--- config.mk ---
export PLATFORM = sky130hd
export DESIGN_NAME = alu_sequencer
export DESIGN_NICKNAME = d
export VERILOG_FILES = /design/src/rtl/alu_sequencer.sv
export SDC_FILE = /design/constraint.sdc
export NUM_CORES = 1
export LEC_CHECK = 0
export CELL_PAD_IN_SITES_DETAIL_PLACEMENT = 1
export CELL_PAD_IN_SITES_GLOBAL_PLACEMENT = 1
export CORE_MARGIN = 2
export CORE_UTILIZATION = 34
export CTS_CLUSTER_SIZE = 14
export DETAILED_ROUTE_END_ITERATION = 10
export GPL_TIMING_DRIVEN = 0
export MAX_ROUTING_LAYER = met4
export PLACE_DENSITY_LB_ADDON = 0.12
export SYNTH_ARGS = -nofsm -noshare
export SYNTH_HDL_FRONTEND = slang
export SYNTH_SLANG_ARGS = --single-unit
--- constraint.sdc ---
create_clock -name clk -period 4.6 [get_ports clk]
set_input_delay 0.46 -clock clk [delete_from_list [all_inputs] [get_ports clk]]
set_output_delay 0.46 -clock clk [all_outputs]
set_load 0.03 [all_outputs]
--- src/rtl/alu_sequencer.sv ---
// Command-level sequencer for the 8-bit accumulator ALU: accepts one command per handshake
// and drives the ALU strobes over one or more cycles, ending with a done (and optional err) pulse.
//
//   state  | meaning
//   IDLE   | ready for a command
//   LOAD   | tmp register written with the operand (binary ops only)
//   EXEC   | ALU op strobed, exactly one cycle
//   WRITE  | single acc/flags/save/restore strobe
//   SETTLE | wait SETTLE_CYCLES after EXEC
//   DONE   | one-cycle done (err for rejected commands)
module alu_sequencer #(
  parameter int SETTLE_CYCLES = 1
) (
  input  logic       clk,
  input  logic       rst,
  input  logic       req_valid,
  output logic       req_ready,
  input  logic [2:0] req_cmd,
  input  logic [4:0] req_opcode,
  input  logic [7:0] req_operand,
  output logic       done,
  output logic       err,
  output logic [4:0] alu_opcode,
  output logic [7:0] alu_data,
  output logic       alu_ctrl_sig,
  output logic       alu_tmp_we,
  output logic       alu_acc_we,
  output logic       alu_flags_we,
  output logic       alu_act_store,
  output logic       alu_act_restore
);

  localparam int CW = (SETTLE_CYCLES > 0) ? $clog2(SETTLE_CYCLES + 1) : 1;
  localparam logic [CW-1:0] SETTLE_LAST = (SETTLE_CYCLES > 0) ? CW'(SETTLE_CYCLES - 1) : '0;

  localparam logic [2:0] CMD_OP_BIN   = 3'd0;
  localparam logic [2:0] CMD_OP_UN    = 3'd1;
  localparam logic [2:0] CMD_LD_ACC   = 3'd2;
  localparam logic [2:0] CMD_LD_FLAGS = 3'd3;
  localparam logic [2:0] CMD_SAVE     = 3'd4;
  localparam logic [2:0] CMD_RESTORE  = 3'd5;

  localparam logic [4:0] OPC_BIN_MAX = 5'h07;
  localparam logic [4:0] OPC_UN_MIN  = 5'h08;
  localparam logic [4:0] OPC_UN_MAX  = 5'h11;
  localparam logic [4:0] OPC_DAA     = 5'h0C;

  typedef enum logic [2:0] {
    IDLE   = 3'd0,
    LOAD   = 3'd1,
    EXEC   = 3'd2,
    WRITE  = 3'd3,
    SETTLE = 3'd4,
    DONE   = 3'd5
  } state_t;

  state_t        state, state_nxt;
  logic [CW-1:0] cnt, cnt_nxt;
  logic          cmd_legal;
  logic          accept;
  logic          done_nxt, err_nxt;
  logic          ctrl_nxt, tmp_nxt, acc_nxt, flags_nxt, store_nxt, restore_nxt;

  assign req_ready = (state == IDLE) & ~rst;
  assign accept    = req_valid & req_ready;

  always_comb begin
    cmd_legal = 1'b0;
    case (req_cmd)
      CMD_OP_BIN:   cmd_legal = (req_opcode <= OPC_BIN_MAX);
      CMD_OP_UN:    cmd_legal = (req_opcode >= OPC_UN_MIN) && (req_opcode <= OPC_UN_MAX) &&
                                (req_opcode != OPC_DAA);
      CMD_LD_ACC,
      CMD_LD_FLAGS,
      CMD_SAVE,
      CMD_RESTORE:  cmd_legal = 1'b1;
      default:      cmd_legal = 1'b0;
    endcase
  end

  // Strobes are computed for the coming cycle and registered, so each one is a clean flop output.
  always_comb begin
    state_nxt   = state;
    cnt_nxt     = cnt;
    done_nxt    = 1'b0;
    err_nxt     = 1'b0;
    ctrl_nxt    = 1'b0;
    tmp_nxt     = 1'b0;
    acc_nxt     = 1'b0;
    flags_nxt   = 1'b0;
    store_nxt   = 1'b0;
    restore_nxt = 1'b0;
    case (state)
      IDLE: begin
        if (accept) begin
          if (!cmd_legal) begin
            state_nxt = DONE;
            done_nxt  = 1'b1;
            err_nxt   = 1'b1;
          end else begin
            case (req_cmd)
              CMD_OP_BIN:   begin state_nxt = LOAD;  tmp_nxt     = 1'b1; end
              CMD_OP_UN:    begin state_nxt = EXEC;  ctrl_nxt    = 1'b1; end
              CMD_LD_ACC:   begin state_nxt = WRITE; acc_nxt     = 1'b1; end
              CMD_LD_FLAGS: begin state_nxt = WRITE; flags_nxt   = 1'b1; end
              CMD_SAVE:     begin state_nxt = WRITE; store_nxt   = 1'b1; end
              CMD_RESTORE:  begin state_nxt = WRITE; restore_nxt = 1'b1; end
              default: begin
                state_nxt = DONE;
                done_nxt  = 1'b1;
                err_nxt   = 1'b1;
              end
            endcase
          end
        end
      end
      LOAD: begin
        state_nxt = EXEC;
        ctrl_nxt  = 1'b1;
      end
      EXEC: begin
        if (SETTLE_CYCLES == 0) begin
          state_nxt = DONE;
          done_nxt  = 1'b1;
        end else begin
          state_nxt = SETTLE;
          cnt_nxt   = SETTLE_LAST;
        end
      end
      SETTLE: begin
        if (cnt == '0) begin
          state_nxt = DONE;
          done_nxt  = 1'b1;
        end else begin
          cnt_nxt = cnt - 1'b1;
        end
      end
      WRITE: begin
        state_nxt = DONE;
        done_nxt  = 1'b1;
      end
      DONE:    state_nxt = IDLE;
      default: state_nxt = IDLE;
    endcase
  end

  always_ff @(posedge clk or posedge rst) begin
    if (rst) begin
      state <= IDLE;
      cnt   <= '0;
    end else begin
      state <= state_nxt;
      cnt   <= cnt_nxt;
    end
  end

  always_ff @(posedge clk or posedge rst) begin
    if (rst) begin
      done            <= 1'b0;
      err             <= 1'b0;
      alu_ctrl_sig    <= 1'b0;
      alu_tmp_we      <= 1'b0;
      alu_acc_we      <= 1'b0;
      alu_flags_we    <= 1'b0;
      alu_act_store   <= 1'b0;
      alu_act_restore <= 1'b0;
    end else begin
      done            <= done_nxt;
      err             <= err_nxt;
      alu_ctrl_sig    <= ctrl_nxt;
      alu_tmp_we      <= tmp_nxt;
      alu_acc_we      <= acc_nxt;
      alu_flags_we    <= flags_nxt;
      alu_act_store   <= store_nxt;
      alu_act_restore <= restore_nxt;
    end
  end

  // Opcode and data are captured only at accept and held for the whole transaction.
  always_ff @(posedge clk or posedge rst) begin
    if (rst) begin
      alu_opcode <= '0;
      alu_data   <= '0;
    end else if (accept) begin
      alu_opcode <= req_opcode;
      alu_data   <= req_operand;
    end
  end

endmodule

## After elaboration in Yosys (flattened, before gate mapping)

Index checks and enable logic that the tools add are counted.

- Bits of input ports: 19
- Word-level logic and storage cells: 77
- Register bits: 25
- Output and inout port bits: 22

- Mux-type cells: 38
- Bitwise logic cells: 3
- Equality and inequality tests: 12
- Add/subtract/negate cells: 1
- $lt $le $gt $ge: 3
- Reduce and logical (&&, ||, !) cells: 8

Operators by type and width:

| kind | count |
|---|---|
| 2-to-1 mux 1 bit | 29 |
| case mux 3 bit (5 select lines) | 1 |
| == test 3 x 2 -> 1 bit, second input constant | 4 |
| == test 3 bit, second input constant | 3 |
| 2-to-1 mux 3 bit | 3 |
| case mux 3 bit (3 select lines) | 1 |
| == test 3 x 1 -> 1 bit, second input constant | 2 |
| zero test 3 bit | 2 |
| case mux 1 bit (3 select lines) | 2 |
| OR reduction 6 bit | 1 |
| greater-or-equal comparator 5 x 4 -> 1 bit, second input constant | 1 |
| <= comparator 5 x 3 -> 1 bit, second input constant | 1 |
| <= comparator 5 bit, second input constant | 1 |
| inequality test 5 x 4 -> 1 bit, second input constant | 1 |
| inequality test 2 bit, second input constant | 2 |
| case mux 1 bit (2 select lines) | 2 |
| OR reduction 4 bit | 1 |
| bitwise AND 1 bit | 2 |
| logical AND 1 bit | 2 |
| AND reduction 2 bit | 1 |
| nonzero test 2 bit | 1 |
| inverter 1 bit | 1 |
| subtractor 1 bit, second input constant | 1 |

## Longest topological paths before layout

- Depth after elaboration: 7
- Depth in mapped cells: 6
- Depth with buffers taken out: 5

## Worst setup path before layout

No wires, ideal clock.

- Path type: register to register
- Start point: register state[2]
- End point: register state[1]
- Path slack: 2619 ps
- Library setup time: 76 ps
- Data arrival time: 1905 ps
- Clock period less this slack: 1981 ps
- Cell stages (with the launch flop): 6
- Path buffers: 0
- Path through: dfrtp_1 -> nor4_4 -> nand2_2 -> or3_4 -> or2_1 -> o21ai_1

- Cells in the longest elaborated chain, start to end: 5
- Elaborated cells between the ends (all ways): 11
- Those cells by class: 6 x eq/ne; 1 x mux; 2 x bitwise; 2 x reduce/logical

Ends and longest elaborated chain:

| what | line | source |
|---|---|---|
| start: declaration | 57 | `state_t state, state_nxt;` |
| start signal: assignment | 152 | `state <= state_nxt;` |
| zero test 3 bit | 64 | `assign req_ready = (state == IDLE) & ~rst;` |
| bitwise AND 1 bit | 64 |  |
| net req_ready | 17 | `output logic req_ready,` |
| bitwise AND 1 bit | 65 | `assign accept = req_valid & req_ready;` |
| inequality test 2 bit (no source line) | -- |  |
| AND reduction 2 bit (no source line) | -- |  |

The timed path passes the listed nets, and every way through them passes these cells.
A chain may end at the register's enable or synchronous reset.

## Final worst setup path

- Start point: register state[2]
- End point: output req_ready

- Cells in the longest elaborated chain, start to end: 2

Ends and longest elaborated chain:

| what | line |
|---|---|
| zero test 3 bit | 64 |
| bitwise AND 1 bit | 64 |
| end: declaration | 17 |

No other way between the ends.

==> metrics.log <==
[metrics] most repeated cell in the gate-level netlist after synthesis: dfrtp_1
[metrics] detailed-router iteration count before antenna repair: 4
[metrics] cell accounting for the most synthesized area: dfrtp_1
[metrics] leakage power: 0.622 nW
[metrics] post-layout net count: 142
[metrics] met1 Resource Use GR: between 10% and 20%
[metrics] CTS Hold Bufs: 0
[metrics] signal arrival time at the worst endpoint: 1.88 ns
[metrics] master cell of the clock root buffer: clkbuf_4
[metrics] PwrDens: 603 mW/mm^2
[metrics] endpoint of the worst setup timing path: req_ready
[metrics] gp weighted congestion: 0.761
[metrics] Placement Rows: 19
[metrics] number of global-route vias before repair: 790
[metrics] global-route wire length before repair: 3.59 mm
[metrics] number of setup buffers added after CTS: 0
[metrics] Placement Cell Area: around 0.0014 mm^2
[metrics] result of the run: completed
[metrics] Regs by FF count: alu_data x8, alu_opcode x5, state x3
[metrics] Vias: 767
[metrics] clock latency reported for the late side of the worst-skew pair: between 0.3 and 0.4 ns
[metrics] Vias per Instance: 5.08
[metrics] data required time at the worst endpoint: around 4.1 ns
[metrics] most used standard cells in the synthesized netlist: dfrtp_1, mux2_2, nor2_1
[metrics] Max Fanout on Critical Path: 5
[metrics] count of buffering cells on the critical path with inverters included: 1
[metrics] remaining global-route overflow: 0
[metrics] TritonCTS clock tree: done
[metrics] kind of end point of the critical path: primary output
[metrics] average cell area after synthesis: ~13 um^2
[metrics] Total Neg Setup Slack: 0 ns
[metrics] aggregate routed wire length: 2.20 mm
[metrics] CP Cell Sequence: nor4_4 -> clkdlybuf4s50_1
[metrics] Logic pwr share: 50.9%
[metrics] number of CTS-inserted buffers: 3
[metrics] net count after synthesis: 98
[metrics] number of maximum-capacitance constraint violations: 0
[metrics] buffer levels on the longest clock path: 2
[metrics] total of cells resized after clock tree synthesis: 0
[metrics] upper clock frequency limit: 427 MHz
[metrics] busiest metal layer after global routing: met2
[metrics] slew at the pin closest to its max-slew limit: 0.903 ns
[metrics] DRT iter0 DRCs: 11
[metrics] Core Box Area: 0.00278 mm^2
[metrics] cell type of the slowest stage on the worst timing path: clkdlybuf4s50_1
[metrics] final period utilization: 51.0%
[metrics] Worst-path clk slew: around 0.12 ns
[metrics] GR Util All Layers: 14.5%
[metrics] startpoint of the most critical setup path: state[2]
[metrics] Max transition margin: 39.7%
[metrics] height of the chip: 58.3 um
[metrics] Peak supply drop: 0.414 mV
[metrics] number of flops mapped to enable cells by yosys: 0
[metrics] Top Family by Delay on Critical Path: buffers and inverters
[metrics] flip-flop count of the largest register after layout: 8
[metrics] remaining number of nets flagged by the antenna check after routing: 0
[metrics] total of buffers placed on input and output ports: 39
[metrics] area of all placed cells without fillers: 0.00146 mm^2
[metrics] met3 track utilization from global routing: 4.18%
[metrics] count of state elements after synthesis: 24
[metrics] Slew Limit Fails: 0
[metrics] Async S/R FF share, synth: 100%
[metrics] final-report hold violation count: 0
[metrics] netlist area before placement: 0.00100 mm^2
[metrics] area share of the largest cell type after synthesis: between 50% and 60%
[metrics] share of final-layout standard cells stronger than drive strength 1: between 10% and 20%
[metrics] sequential share of the synthesized area: 59.9%
[metrics] area growth from synthesis to layout: 45.0%
[metrics] clk sink count: 24
[metrics] number of cell instances on the worst register-to-register path: 4
[metrics] leading register cell type out of synthesis: dfrtp_1
[metrics] # IOs: 41
[metrics] antenna diode instance count: 0
[metrics] Starting Density: 36.1%
[metrics] setup repair after global routing missed its margin: false
[metrics] cell internal power dissipation: 0.000531 W
[metrics] number of warning messages in the yosys log: 0
[metrics] gate count of the mapped netlist: 78
[metrics] Register-to-Register Setup Slack: 2.72 ns
[metrics] DRC viols: 0
[metrics] largest net degree at the start of global routing: 25
[metrics] Setup violations, final: 0
[metrics] clock tree skew after final layout: roughly 0.005 ns
[metrics] mean routed wirelength per cell: 14.5 um
[metrics] path category of the worst min-delay check: reg2reg
[metrics] PnR Total Power: 0.000877 W
[metrics] leading cell types by total area after synthesis: dfrtp_1, mux2_2, nor2_1
[metrics] met2 GRT Util: 22.3%
[metrics] switching part of the total: 39.5%
[metrics] H-tree level count: 1
[metrics] number of cells on the critical path: 2
[metrics] category of the most critical setup path: reg2out
[metrics] maximum single-stage delay on the critical path: 0.73 ns
[metrics] Startpoint Class: flip-flop
[metrics] width of the die: 58.3 um
[metrics] Largest Register: alu_data
[metrics] sequential fraction of design power: 38.9%
[metrics] total die area: between 0.003 and 0.004 mm^2
[metrics] count of unique library cells instantiated by Yosys: 24
[metrics] HPWL after detailed placement: ~1.7 mm
[metrics] net load switching power: approximately 0.00035 W
[metrics] minimum clock period: between 2 and 2.5 ns
[metrics] r2r endpoint: alu_act_store
[metrics] reg-to-reg startpoint: state[2]
[metrics] Clock Power Share: around a tenth
[metrics] number of antenna violations at the first check in global routing: 0
[cell type report]
class	instances	area (um^2)
buffer	2	7.51
timing repair buffer	39	390
clock buffer	3	22.5
multi-input combinational	50	388
sequential	24	601
inverter	2	7.51
tap	31	38.8
fill	301	1330
[power groups by stage]
stage	logic [W]	registers, W	clock network (W)
after floorplan	0.000128	0.000477	0
after global placement	0.000444	0.000340	0
after detailed placement	0.000452	0.000348	0
after CTS	0.000454	0.000344	0.0000936
after global routing	0.000473	0.000352	0.0000990
final	0.000447	0.000342	0.0000893
[metal layers]
layer / routed length [um] / vias up
met5: 0 / -
met4: 14 / 0
met3: 104 / 2
met2: 1080 / 21
met1: 1000 / 383
li1: - / 361
[kinds of logic after synthesis]
kind of cell | synth area share (%)
mux | 14.6
fa+ha+maj | 1.25
compound gates | 5.36
flops | 59.9
simple gates | 17.5
buf+inv | 1.50
[through the flow]
stage | worst slack, ns | hold WS, ns | std cells | util (%)
floorplan | 2.62 | 0.475 | 78 | -
global placement | 2.16 | 0.488 | 148 | 51.5
detailed placement | 2.12 | 0.493 | 148 | 51.5
CTS | 2.23 | 0.526 | 151 | 52.3
global route | 2.21 | 0.536 | 151 | 52.3
finish | 2.26 | 0.521 | 151 | 52.3
[cell usage in the layout, fill, tap and decap left out, types with 2 or more instances in the layout]
cell,instances
mux2_2,13
nand2_1,5
inv_1,2
nor4_1,2
and4b_1,2
clkbuf_4,3
a21oi_1,3
clkdlybuf4s50_1,39
dfrtp_1,24
nor2_1,7
nor4b_1,3
o21ai_1,2
nand2b_1,2
[worst min path at each step]
stage	cells after the start	slack [ns]	start	endpoint
6_report	1	0.52	alu_data[1]	alu_data[1]
5_1_grt	1	0.54	alu_data[1]	alu_data[1]
4_1_cts	1	0.53	alu_data[1]	alu_data[1]
3_5_place_dp	1	0.49	alu_opcode[2]	alu_opcode[2]
3_3_place_gp	1	0.49	alu_opcode[0]	alu_opcode[0]
2_1_floorplan	1	0.47	rst	alu_acc_we
No activity file was read; power rests on OpenSTA's default activity.
